==> src/rtl/reg_share_arbiter.sv <==
// Round-robin arbiter that shares one WIDTH-bit storage register among N requesters.
// An owner may lock the register for back-to-back writes, for at most MAX_HOLD grants in a row.
module reg_share_arbiter #(
    parameter int N        = 4,
    parameter int WIDTH    = 8,
    parameter int MAX_HOLD = 4
) (
    input  logic                   clk,
    input  logic                   reset,
    input  logic [N-1:0]           req,
    input  logic [N-1:0]           lock,
    input  logic [N*WIDTH-1:0]     wdata,
    output logic [N-1:0]           gnt,
    output logic [WIDTH-1:0]       Q,
    output logic                   wr_en,
    output logic [$clog2(N)-1:0]   owner
);

    localparam int IW = $clog2(N);
    localparam int HW = $clog2(MAX_HOLD + 1);

    typedef enum logic [1:0] {IDLE, GRANT, LOCKED} state_t;

    state_t          state;
    logic [IW-1:0]   ptr;
    logic [HW-1:0]   hold_cnt;

    logic            win_valid;
    logic [IW-1:0]   win_idx;
    logic [IW-1:0]   ptr_next;
    logic [HW-1:0]   hold_next;
    logic            lock_next;
    logic [N-1:0]    gnt_next;
    int              scan_idx;

    // A live lock keeps the owner; otherwise scan from ptr with wrap-around.
    always_comb begin
        win_valid = 1'b0;
        win_idx   = '0;
        scan_idx  = 0;
        if (state == LOCKED && req[owner] && int'(hold_cnt) < MAX_HOLD) begin
            win_valid = 1'b1;
            win_idx   = owner;
        end else begin
            for (int i = 0; i < N; i++) begin
                scan_idx = int'(ptr) + i;
                if (scan_idx >= N)
                    scan_idx = scan_idx - N;
                if (!win_valid && req[scan_idx]) begin
                    win_valid = 1'b1;
                    win_idx   = IW'(scan_idx);
                end
            end
        end

        ptr_next  = (win_idx == IW'(N - 1)) ? '0 : win_idx + IW'(1);
        hold_next = (state == LOCKED && win_idx == owner) ? hold_cnt + HW'(1) : HW'(1);
        // Reaching the hold limit wins over a lock request on the same edge.
        lock_next = lock[win_idx] && (int'(hold_next) < MAX_HOLD);

        gnt_next = '0;
        if (win_valid)
            gnt_next[win_idx] = 1'b1;
    end

    always_ff @(posedge clk or posedge reset) begin
        if (reset) begin
            state    <= IDLE;
            ptr      <= '0;
            hold_cnt <= '0;
            gnt      <= '0;
            Q        <= '0;
            wr_en    <= 1'b0;
            owner    <= '0;
        end else if (win_valid) begin
            Q        <= wdata[int'(win_idx)*WIDTH +: WIDTH];
            gnt      <= gnt_next;
            wr_en    <= 1'b1;
            owner    <= win_idx;
            ptr      <= ptr_next;
            hold_cnt <= hold_next;
            state    <= lock_next ? LOCKED : GRANT;
        end else begin
            gnt      <= '0;
            wr_en    <= 1'b0;
            hold_cnt <= '0;
            state    <= IDLE;
        end
    end

endmodule

==> config.mk <==
export PLATFORM = sky130hd
export DESIGN_NAME = reg_share_arbiter
export DESIGN_NICKNAME = d
export VERILOG_FILES = /design/src/rtl/reg_share_arbiter.sv
export SDC_FILE = /design/constraint.sdc
export NUM_CORES = 1
export LEC_CHECK = 0
export ABC_AREA = 0
export CAP_MARGIN = 15
export CORE_UTILIZATION = 35
export DETAILED_ROUTE_END_ITERATION = 10
export PLACE_DENSITY = 0.68
export SLEW_MARGIN = 20
export SYNTH_ARGS = -nofsm -noshare
export SYNTH_HDL_FRONTEND = slang
export SYNTH_SLANG_ARGS = --single-unit
==> constraint.sdc <==
create_clock -name clk -period 2.3 [get_ports clk]
set_clock_uncertainty 0.15 [all_clocks]
set_input_delay 0.46 -clock clk [delete_from_list [all_inputs] [get_ports clk]]
set_output_delay 0.46 -clock clk [all_outputs]
set_load 0.1 [all_outputs]
==> flow_summary_export.csv, run 1 <==
group,metric,value,unit
global_route,overflow,0,
route,dr.pass1.iters,4,
synthesis,syn_avg_cell_area,10.4,um2
clock_network,h-tree-depth,1,
global_route,antenna_found_initial,0,
clock_network,clk_pin_slew_worst_paths,0.08,ns
sta,hold_viol,0,
floorplan,start_util,38.1,%
setup_path,cp_slowest_cell,"dfrtp_4",
sta,maxSlewViolCount,0,
min_path,hold_class,"flip-flop to flip-flop",
global_route,grt_pass1_wl,5.60,mm
synthesis,synth_edf_count,0,
setup_path,critPathKind,"flip-flop to flip-flop",
route,drt-wirelength-per-cell,14.2,um
clock_network,cts_tree,"done",
floorplan,io_pins,57,
synthesis,synth-xor-area-share,1.33,%
synthesis,synth_compound_area_share,14.8,%
synthesis,synth.area.mux_share,15.5,%
power,power,3.46,mW
placement,dpl.hpwl,2.55,mm
sta,final-setup-viol-count,0,
run,max_cap_viol_count,0,
synthesis,ys.flop_type,"dfrtp_1",
synthesis,synth_area_leader_cell,"dfrtp_1",
clock_network,clock_latency,0.25,ns
setup_path,crit_chain,"buf_6 > mux2i_4 > nor4_4 > nor3_2 > buf_4 > or3b_2 > a31oi_1 > o211a_1",
sta,slew_headroom,72.4,%
setup_path,critPathTopFamily,"simple AND/OR/NAND/NOR gates",
sta,worst_slew_pin_slew,0.414,ns
clock_network,cts_made_buffers,3,
sta,period_minus_slack,2.26,ns
synthesis,synth_top_family_by_area,"simple AND/OR/NAND/NOR gates",
power,p_leak,1.00,nW
layout,post-route-util,62.3,%
synthesis,seq_area_frac_synth,41.7,%
power,vdd_drop_max,1.08,mV
setup_path,critPathMaxStageDelay,0.51,ns
route,drc,0,
placement,gp_congestion,0.748,
global_route,grt_pass1_vias,1312,
sta,fmax,443,MHz
synthesis,synth.top_cell.area_share,41.7,%
clock_network,cts_root_buf,"clkbuf_8",
layout,diodes,0,
clock_network,cts_hold_buf,0,
synthesis,synth_simple_gate_area_share,16.2,%
synthesis,synthAdderAreaFrac,4.73,%
route,dr.first_iter.drc_count,39,
route,drt_wl_total,3.49,mm
status,status,"complete, no violations",
global_route,grtUsageTotal,17.5,%
synthesis,synthDistinctLibCells,43,
setup_path,critPathMaxFanout,4,
layout,final_net_count,247,
setup_path,end_kind,"flip-flop",
floorplan,die_x,63.4,um
route,ant_nets,0,
sta,setup_tns,0,ns
sta,period_share,98.1,%
placement,numPortBuffers,56,
power,pwr_density_cell,1600,nW/um2
floorplan,chipHeight,63.4,um
synthesis,yosysWarnings,0,
synthesis,synth_fp_nets,174,
sta,setup_slack,0.0427,ns
floorplan,rows,21,
layout,synthToLayoutAreaGrowth,63.6,%
layout,drive_above_1_share,31.7,%
synthesis,async_flop_share,100,%
setup_path,worstSetupStartpointType,"flip-flop",
clock_network,cts.sinks,22,
route,routed-via-count,1235,
floorplan,die_area,4020,um2
synthesis,synthTopCellsByArea,"dfrtp_1 42%, mux2i_1 14%, a221oi_1 5.3%",
setup_path,crit_buf_inv,2,
setup_path,critPathRequiredTime,2.35,ns
synthesis,syn_inst,127,
global_route,grt_start_max_net_pins,18,
synthesis,synth-seq-cells,22,
route,vias_per_cell,5.04,
clock_network,clock_path_buffers,2,
floorplan,core-area,3470,um2
placement,pre_cts_ws,-0.544,ns
synthesis,syn_area,1320,um2
setup_path,cp.arrival,2.30,ns
sta,hold_ws,0.302,ns
layout make-up:
cell class	count	area, um2
inverter	7	26.3
timing repair buffer	74	691
fill	302	1310
tap	46	57.6
sequential	22	557
multi-input combinational	92	776
clock buffer	4	55.1
report_power, final:
group	switching (mW)	internal, mW	total (mW)
logic	1.53	0.956	2.49
registers	0.132	0.572	0.704
clock network	0.116	0.152	0.268
total	1.78	1.68	3.46
state kept, by name, indices dropped and copies added, names as in the netlist:
signal,cells
ptr,2
state,2
hold_cnt,3
Q,8
wr_en,1
gnt,4
owner,2
worst paths after layout:
kind	startpoint	end	slack [ns]	cells past startpoint
max	owner[0]	state[1]	0.04	8
max in group asynchronous	reset	state[0]	1.16	3
min reg2reg	hold_cnt[0]	hold_cnt[0]	0.30	1
min in group asynchronous	reset	wr_en	0.34	2
min	hold_cnt[0]	hold_cnt[0]	0.30	1
max reg2reg	owner[0]	state[1]	0.04	8
cells in the mapped netlist, types with 3 or more instances:
cell and n:
dfrtp_1 22, mux2i_1 19, nor2_1 14, a221oi_1 8
nand2_1 6, ha_1 5, and2_1 4, inv_1 4
a21oi_1 3, buf_6 3, inv_2 3
through the flow:
step,std cells,instance area (um2)
global route,245,2160
detailed placement,235,1980
global placement,235,1980
floorplan,127,1350
CTS,242,2100
finish,245,2160
layout by cell type (no fill, tap or decap), types with 2 or more instances in the layout:
cell / Yosys / routed
o21ai_1: 2 / 2
nand2_1: 6 / 6
buf_4: 1 / 29
o21ai_0: 2 / 2
ha_1: 5 / 5
dfrtp_1: 22 / 19
clkdlybuf4s50_1: 0 / 37
inv_2: 3 / 3
dlygate4sd2_1: 0 / 2
nor4_2: 1 / 2
and2_1: 4 / 4
inv_1: 4 / 4
buf_6: 3 / 2
mux2i_1: 19 / 18
nor2_1: 14 / 13
clkbuf_8: 0 / 4
dfrtp_2: 0 / 2
a221oi_1: 8 / 6
a21oi_1: 3 / 2
a221oi_2: 0 / 2
xnor2_1: 2 / 2
kinds of logic after synthesis:
kind of cell,count (synthesis)
multiplexers,20
XOR/XNOR,2
AO/OA/AOI/OAI,25
AND/OR/NAND/NOR,40
flip-flops,22
buffers and inverters,13
adder cells (fa/ha/maj),5
worst reg2reg max path: stages, from the launching register on:
cell,delay (ns)
dfrtp_4,0.51
buf_6,0.14
mux2i_4,0.19
nor4_4,0.23
nor3_2,0.09
buf_4,0.14
or3b_2,0.45
a31oi_1,0.16
o211a_1,0.16
what timing repair did:
item                       4_1_cts  5_1_grt
buffers inserted                 2        3
pin swaps                        5        5
setup endpoints to repair       20       13
gates cloned                     1        0
resized for setup               11       13
layer usage:
layer  part of all wire (%)  global-route usage, %  vias to the layer above
met1                     40                   20.0                      570
li1                       -                      -                      608
met5                      0                      0                        -
met3                    6.2                   3.08                        4
met4                   0.86                   3.13                        0
met2                     53                   33.8                       53
No activity file was read; power rests on OpenSTA's default activity.
==> run 2: changes to the inputs <==
clock period = 2.79 ns   (was 2.3 ns; I/O delays follow)
==> run 2 against run 1 <==
Against the previous run:
- worst hold slack better by 0.0061 ns
- die area unchanged
- worst setup slack better by 0.16 ns
- utilization down 4.5 points
- sequential share of layout area up 1.7 points
- global-route usage down 0.61 points
- wire length down 4.7%
- clock power down 16%
- sequential cell count unchanged
- critical path type is now input port to flip-flop
==> flow_summary_export.csv, run 2 (same netlist as run 1, synthesis figures left out) <==
group,metric,value,unit
placement,numPortBuffers,56,
global_route,antenna_found_initial,0,
min_path,min_to,"hold_cnt[0]",
layout,final_common_cell,"clkdlybuf4s50_1",
layout,fillers,315,
layout,reg_top3,"Q: 8 flops, gnt: 4 flops, hold_cnt: 3 flops",
route,dr.first_iter.drc_count,71,
clock_network,cts_tree,"done",
route,routed-via-count,1211,
setup_path,r2r_setup_slack,0.56,ns
floorplan,io_pins,57,
power,pwr_density_cell,1290,nW/um2
layout,layout_common_cells,"41 x clkdlybuf4s50_1, 22 x dfrtp_1, 21 x buf_4",
layout,drive_above_1_share,20.6,%
setup_path,r2r-end,"state[0]",
layout,final_net_count,237,
sta,grt_setup_unrepaired,"no",
global_route,grt_start_max_net_pins,24,
setup_path,reg2reg_depth,6,
clock_network,h-tree-depth,1,
power,power,2.59,mW
route,drc,0,
setup_path,critPathKind,"input port to flip-flop",
floorplan,chipHeight,63.4,um
placement,dpl.hpwl,2.57,mm
floorplan,core-area,3470,um2
sta,hold_ws,0.308,ns
setup_path,reg2reg_from,"owner[0]",
sta,setup_tns,0,ns
route,vias_per_cell,5.15,
sta,period_share,92.9,%
status,status,"complete, no violations",
placement,dp_cells,231,
layout,synthToLayoutAreaGrowth,51.9,%
floorplan,start_util,38.1,%
sta,fmax,386,MHz
power,vdd_drop_max,0.554,mV
global_route,overflow,0,
layout,finalNonFillerCells,235,
sta,hold_viol,0,
clock_network,clk_pin_slew_worst_paths,0.08,ns
floorplan,rows,21,
setup_path,critPathRequiredTime,2.84,ns
min_path,min_delay_path_depth,1,
floorplan,die_x,63.4,um
sta,period_minus_slack,2.59,ns
sta,maxSlewViolCount,0,
run,max_cap_viol_count,0,
clock_network,cts_made_buffers,3,
power,p_leak,0.935,nW
setup_path,critPathMaxFanout,6,
layout,post-route-util,57.9,%
clock_network,clock_latency,0.26,ns
route,drt-wirelength-per-cell,14.1,um
placement,gp_congestion,0.848,
route,dr.pass1.iters,4,
route,ant_nets,0,
setup_path,worstSetupStartpointType,"input port",
layout,largest_reg_flops,8,
global_route,grt_pass1_wl,5.32,mm
setup_path,cp.arrival,2.65,ns
sta,final-setup-viol-count,0,
sta,slew_headroom,44.7,%
layout,top_register,"Q",
clock_network,cts_root_buf,"clkbuf_8",
route,drt_wl_total,3.32,mm
global_route,grt_pass1_vias,1202,
layout,diodes,0,
setup_path,end_kind,"flip-flop",
clock_network,clock_path_buffers,2,
global_route,grtUsageTotal,16.9,%
clock_network,cts.sinks,22,
sta,worst_slew_pin_slew,0.829,ns
min_path,min_from,"hold_cnt[0]",
floorplan,die_area,4020,um2
min_path,hold_class,"flip-flop to flip-flop",
clock_network,post-cts-setup-buffers,0,
## run 2: cell count changes in the layout (fill, tap and decap cells not counted), sizes merged
cell,before,now
buf,33,23
clkdlybuf4s50,37,41
dlygate4sd2,2,0
bufbuf,1,0
clkbuf,5,4
## run 2: critical path, stage by stage
cell	delay, ns
clkdlybuf4s50_1	0.60
nor2b_1	0.20
a311oi_2	0.08
buf_4	0.17
or4_1	0.46
a21oi_1	0.26
or2_1	0.16
and3_1	0.16
## run 2: how the worst max path moves through the flow
stage,cells past startpoint,slack (ns),start,to
after CTS,7,0.07,req[2],Q[4]
final,8,0.20,req[2],hold_cnt[1]
after detailed placement,7,-0.22,req[2],Q[4]
after global placement,7,-0.07,req[2],Q[7]
after floorplan,9,0.03,owner[0],ptr[1]
after global routing,9,0.05,req[2],ptr[1]
## run 2: stage by stage
stage	area (um2)	setup WS, ns
floorplan	1320	0.0268
CTS	1990	0.0658
global placement	1940	-0.0700
global route	2010	0.0540
finish	2010	0.198
detailed placement	1940	-0.220
## run 2: timing repair
action | CTS | global route
gates resized for setup | 0 | 3
endpoints found under the hold margin | 0 | 0
endpoints found under the setup margin | 0 | 9
hold buffers | 0 | 0
## run 2: area by class of cell
class / count / area [um2] / share of cell area [%]
Sequential cell: 22 / 551 / 27.4
Clock buffer: 4 / 55.1 / 2.74
Multi-Input combinational cell: 92 / 709 / 35.3
Timing Repair Buffer: 64 / 608 / 30.3
Tap cell: 46 / 57.6 / 2.87
Inverter: 7 / 26.3 / 1.31
## run 2: power by group
part / total, mW / switching (mW) / internal, mW
combinational: 1.79 / 1.18 / 0.614
sequential: 0.567 / 0.105 / 0.462
clock: 0.226 / 0.100 / 0.126
## run 2: metal layers
layer	GRT usage [%]	share of wire (%)	wire length, um	vias to the layer above
li1	-	-	-	586
met2	28.6	53	1770	39
met3	3.80	3.6	120	8
met4	7.10	2.1	71	0
met1	20.5	41	1350	578
met5	0	0	0	-
==> run 3: changes to the inputs <==
CTS_CLUSTER_SIZE = 25   (was default)
GPL_TIMING_DRIVEN = 1   (was default)
==> results of run 3 <==
Same layout as run 2: the final DEF is identical, and so are final timing and power.
